[config.mk]
export PLATFORM = sky130hd
export DESIGN_NAME = multiport_reg_file
export DESIGN_NICKNAME = d
export VERILOG_FILES = /design/src/rtl/multiport_reg_file.sv
export SDC_FILE = /design/constraint.sdc
export NUM_CORES = 2
export LEC_CHECK = 0
export BUFFER_PORTS_ARGS = -buffer_cell sky130_fd_sc_hd__clkbuf_2
export CAP_MARGIN = 20
export CORE_MARGIN = 2
export CORE_UTILIZATION = 45
export CTS_CLUSTER_SIZE = 10
export DETAILED_ROUTE_END_ITERATION = 6
export HOLD_SLACK_MARGIN = 0.02
export PLACE_DENSITY = 0.68
export SYNTH_ARGS = -nofsm -noshare
export SYNTH_HDL_FRONTEND = slang
export SYNTH_SLANG_ARGS = --single-unit
[constraint.sdc]
create_clock -name clk -period 3.1 [get_ports clk]
set_input_delay 0.465 -clock clk [delete_from_list [all_inputs] [get_ports clk]]
set_output_delay 0.465 -clock clk [all_outputs]
set_load 0.02 [all_outputs]
[src/rtl/multiport_reg_file.sv]
// multiport_reg_file: parametrised register file with NUM_RD combinational
// read ports, two prioritised write ports, optional write-to-read bypass and
// a clear sequencer that zeroes every entry after reset or on clearReq.
module multiport_reg_file #(
  parameter int DATA_W   = 32,
  parameter int DEPTH    = 32,
  parameter int NUM_RD   = 2,
  parameter int ZERO_REG = 1,
  parameter int BYPASS   = 1
) (
  input  logic                       clk,
  input  logic                       rst_n,
  input  logic                       clearReq,
  input  logic [NUM_RD*$clog2(DEPTH)-1:0] readAddr,
  output logic [NUM_RD*DATA_W-1:0]   readData,
  input  logic                       wrEn0,
  input  logic [$clog2(DEPTH)-1:0]   wrAddr0,
  input  logic [DATA_W-1:0]          wrData0,
  input  logic                       wrEn1,
  input  logic [$clog2(DEPTH)-1:0]   wrAddr1,
  input  logic [DATA_W-1:0]          wrData1,
  output logic                       ready
);

  localparam int ADDR_W = $clog2(DEPTH);

  localparam logic [0:0] CLEAR = 1'b0;
  localparam logic [0:0] RUN   = 1'b1;

  logic [0:0]        state;
  logic [ADDR_W-1:0] clrPtr;
  logic [DATA_W-1:0] mem [DEPTH];

  logic wrOk0;
  logic wrOk1;

  // Write qualification: only in RUN, and never into a hard-wired zero entry.
  always_comb begin
    wrOk0 = 1'b0;
    wrOk1 = 1'b0;
    if (state == RUN) begin
      wrOk0 = wrEn0 && !((ZERO_REG != 0) && (wrAddr0 == '0));
      wrOk1 = wrEn1 && !((ZERO_REG != 0) && (wrAddr1 == '0));
    end
  end

  // Sequencer: sweep every entry once in CLEAR, then serve traffic in RUN.
  always_ff @(posedge clk or negedge rst_n) begin
    if (!rst_n) begin
      state  <= CLEAR;
      clrPtr <= '0;
    end else if (state == CLEAR) begin
      if (clrPtr == ADDR_W'(DEPTH - 1)) begin
        state  <= RUN;
        clrPtr <= '0;
      end else begin
        clrPtr <= clrPtr + 1'b1;
      end
    end else if (clearReq) begin
      state  <= CLEAR;
      clrPtr <= '0;
    end
  end

  // Storage update: sweep zeroes one entry per cycle; port 1 is applied last so it wins.
  always_ff @(posedge clk) begin
    if (state == CLEAR) begin
      mem[clrPtr] <= '0;
    end else begin
      if (wrOk0) mem[wrAddr0] <= wrData0;
      if (wrOk1) mem[wrAddr1] <= wrData1;
    end
  end

  // Read ports: zero while clearing, zero for entry 0, else bypass or stored value.
  always_comb begin
    readData = '0;
    for (int i = 0; i < NUM_RD; i++) begin
      if (state == RUN) begin
        if ((ZERO_REG != 0) && (readAddr[i*ADDR_W +: ADDR_W] == '0)) begin
          readData[i*DATA_W +: DATA_W] = '0;
        end else if ((BYPASS != 0) && wrEn1 && (wrAddr1 == readAddr[i*ADDR_W +: ADDR_W])) begin
          readData[i*DATA_W +: DATA_W] = wrData1;
        end else if ((BYPASS != 0) && wrEn0 && (wrAddr0 == readAddr[i*ADDR_W +: ADDR_W])) begin
          readData[i*DATA_W +: DATA_W] = wrData0;
        end else begin
          readData[i*DATA_W +: DATA_W] = mem[readAddr[i*ADDR_W +: ADDR_W]];
        end
      end
    end
  end

  assign ready = (state == RUN);

endmodule

# Word level (Yosys, flattened, before mapping)

Memory sizes are Yosys's and may differ from the RTL's.
Cells that the tools add are included.

Reductions and logical operators: 13
$add $sub $neg: 1
Equal/unequal tests: 6
Mux-type cells: 26

Operator list:

| kind                                                          | count |
|---|---|
| 32-bit 2-to-1 mux                                             | 9 |
| 32-bit OR reduction                                           | 1 |
| 5-bit equality test                                           | 4 |
| 5-bit zero test                                               | 4 |
| 5-bit 2-to-1 mux                                              | 4 |
| 1-bit 2-to-1 mux                                              | 13 |
| 1-bit logical AND                                             | 6 |
| 5-bit by 1-bit adder with 5-bit output, second input constant | 1 |
| 5-bit equality test, second input constant                    | 1 |
| 1-bit zero test                                               | 2 |
| 2-bit inequality test, second input constant                  | 1 |

Memories: 1
Register bits: 6
Memory bits (writable): 1024
Input bits: 89

Memories:

| memory | words | bits a word | rd ports | clocked after Yosys merged registers in | write ports | RTL line | RTL |
|---|---|---|---|---|---|---|---|
| mem    | 32    | 32          | 2        | 0                                       | 2           | 32       | `logic [DATA_W-1:0] mem [DEPTH];` |

# Logic depth before layout (Yosys ltp)

Word-level depth: 9
Depth in mapped cells: 10
Mapped depth without buffers: 6

# Worst setup path after synthesis

No wires, ideal clock.

Kind: input to register
Start: input wrAddr0[3]
End: memory mem[28][0], enable pin
Required time: 2.667 ns
Data arrival time: 3.414 ns
Library setup time: 0.433 ns
Stages on the path: 9
Path slack: -0.747 ns
Cell sequence: buf_2 > inv_2 > nand3_1 > o311a_1 > buf_2 > buf_1 > nor3b_1 > a41oi_1 > o22ai_1

RTL lines:

| element         | RTL line | RTL |
|---|---|---|
| start, declared | 17       | `input logic [$clog2(DEPTH)-1:0] wrAddr0,` |
| end, declared   | 32       |  |

==> flow_summary.json <==
{
  "critPathMostFrequentCell": "mux4_2",
  "syn_avg_cell_area_um2": 11.03,
  "synth_top_area_share_pct": 50.65,
  "peakVddDrop_mv": 0.4850,
  "yosys_warnings": 0,
  "synth_ff_type": "edfxtp_1",
  "power_frac_seq_pct": 45.4,
  "post-route-period-util_pct": 103.2,
  "worstSetupPathType": "reg -> out",
  "layout_min_cycle_time_ns": 3.198,
  "cts_made_buffers": 116,
  "place.gp.congestion": 0.9374,
  "synth_largest_area_cell": "edfxtp_1",
  "grt_pass1_wl_um": 338600,
  "violations": "negative setup slack",
  "crit_path_end_kind": "output port",
  "fmax_ghz": 0.3127,
  "regArea_mm2": 0.03090,
  "p_leak_nw": 24.73,
  "antenna_found_initial": 10,
  "crit_slowest_cell": "mux4_2",
  "slew_viol_final": 0,
  "fin_ws_ns": -0.09786,
  "dr.pass1.iters": 7,
  "via_per_inst": 6.809,
  "worstPathCellList": "mux4_2, mux4_2, nor2_4, o41ai_4, buf_4",
  "grt_max_degree": 65,
  "clock_path_buffers": 3,
  "io_pins": 154,
  "synth-seq-area-share_pct": 50.90,
  "post_drt_wl_per_cell_um": 32.52,
  "start_util_pct": 45.43,
  "finalNetCount": 5618,
  "cts_tree": "yes",
  "multiInputGateArea_mm2": 0.02800,
  "relSlewSlack_pct": 20.15,
  "clock_sinks": 1030,
  "status": "finished with violations",
  "async_reset_ff_share_pct": 0.5825,
  "syn_nets": 5595,
  "nFillCells": 11089,
  "p_sw_mw": 11.76,
  "crit_buf_inv": 1,
  "worstSetupPathDepth": 5,
  "hold_violations": 0,
  "cp-start-kind": "register",
  "fp-row-count": 134,
  "drc": 0,
  "clkSlewWorstSetupHoldPaths_ns": 0.06,
  "cp_top_family": "multiplexers",
  "syn_to_final_growth_pct": 16.70,
  "power.density_mw_per_mm2": 550.6,
  "synth_cell_types": 57,
  "clock_power_share_pct": 32.1,
  "p_sw_share_pct": 30.13,
  "whs_ns": 0.1616,
  "syn_area_mm2": 0.06071,
  "chipHeight_um": 371.3,
  "routed-via-count": 49965,
  "cpPeakStageDelay_ns": 0.56,
  "clock_skew_ns": 0.03247,
  "synthTopCellsByArea": "edfxtp_1, mux4_2, mux2i_1",
  "layout_common_cells": "nand2_1, edfxtp_1, o21ai_0",
  "p_int_mw": 27.26,
  "ant_nets": 0,
  "clockRootBuffer": "clkbuf_16",
  "maxCapViolCount": 0,
  "fp.dieW_um": 371.3,
  "combPwrFrac_pct": 22.4,
  "synth-edff-count": 1024,
  "drive_above_1_share_pct": 21.87,
  "final_common_cell": "nand2_1",
  "clkLatencyLatePin_ns": 0.76,
  "crit_path_max_fanout": 2,
  "min_path_type": "in -> async",
  "r2r_cells": 6,
  "fin_util_pct": 53.02,
  "arrival_ns": 2.73,
  "tns_ns": -0.1967,
  "ys_ff_latch": 1030,
  "grt_usage_pct": 34.24,
  "netlist_instances": 5504,
  "die_area_mm2": 0.1379,
  "first_iter_violations": 8670,
  "hpwlAfterDp_um": 149600,
  "grt_pass1_vias": 47921,
  "rsz0062_at_grt": "yes",
  "portBuffers": 153,
  "htreeDepth": 3,
  "tightest_slew_ns": 1.182,
  "overflow": 0,
  "crit_required_ns": 2.63,
  "setup_violations": 6,
  "routed_wirelength_um": 238600,
  "core_mm2": 0.1336
}
## metrics by stage
stage                     cells  total power [mW]  setup WS [ns]  area [µm²]
after floorplan            5504             22.05        -0.7470       60800
after global placement     7166             25.97        -0.3576       66800
after detailed placement   7166             26.13        -0.3365       66800
after CTS                  7323             38.53        -0.2145       70550
after global routing       7334             39.76       -0.09180       70840
final                      7338             39.01       -0.09786       70850
## power groups by stage
stage	Sequential [mW]	Clock (mW)	Combinational, mW
3_5_place_dp	18.0	0	8.17
5_1_grt	17.8	13.0	8.95
2_1_floorplan	17.7	0	4.37
6_report	17.7	12.5	8.76
4_1_cts	17.7	12.5	8.35
3_3_place_gp	17.9	0	8.07
## final timing paths
path	slack, ns	to	from
worst max-delay path	-0.1	readData[51]	mem[15][19]
worst max register to register	0.34	mem[25][1]	ready
max in group asynchronous	2.73	ready	rst_n
worst min-delay path	0.16	ready	rst_n
min in group clk	0.22	mem[21][28]	wrData1[28]
worst min register to register	0.65	clrPtr[1]	clrPtr[1]
## cell usage after synthesis (32+ instances only)
library cell and n:
o221ai_1 32, nand3_1 134, o21ai_0 897, a22oi_1 160, clkbuf_1 467, nor2_1 162
o22ai_1 34, inv_1 35, o21ai_1 130, mux2i_1 512, edfxtp_1 1024, mux4_2 319
nand2_1 1170, a21oi_1 37, buf_2 117
## area by class of cell
type	instances	area share [%]
timing repair buffer	577	9.011
clock buffer	144	4.319
clock inverter	11	0.1890
sequential	1030	43.61
tap	1768	3.122
antenna	6	0.02119
inverter	38	0.2013
multi-input combinational	3764	39.52
## worst register-to-register path, stage by stage, from the launching register on
cell and delay [ns]:
dfrtp_2 0.44, buf_4 0.16, o311a_2 0.38, nor4bb_1 0.10
a41oi_1 0.88, o22ai_4 0.25, buf_12 0.28
## routing by layer
layer	vias to the layer above	global-route usage, %	routed length, µm
li1	20575	-	-
met1	23889	42.76	78680
met2	4443	50.81	103900
met3	1045	10.59	36720
met4	13	23.65	19140
met5	-	0.5245	196
## flip-flops by register name (all words and copies together) (netlist names)
name,cells
clrPtr,5
mem,1024
ready,1
## cells by family after synthesis
family / Yosys count / synth area share [%]
flops: 1030 / 50.90
compound gates: 1399 / 13.50
xor+xnor: 22 / 0.3174
buf+inv: 710 / 5.092
fa+ha+maj: 2 / 0.04121
simple gates: 1509 / 9.839
mux: 832 / 20.32
## repair_timing
item,in CTS,in global routing
endpoints found under the setup margin,58,55
hold buffers,2,0
cloned,1,1
buffers inserted,11,8
gates resized for setup,103,53
hold endpoints to repair,9,0
pin swaps,27,21
Power figures use the tool's default switching activity.
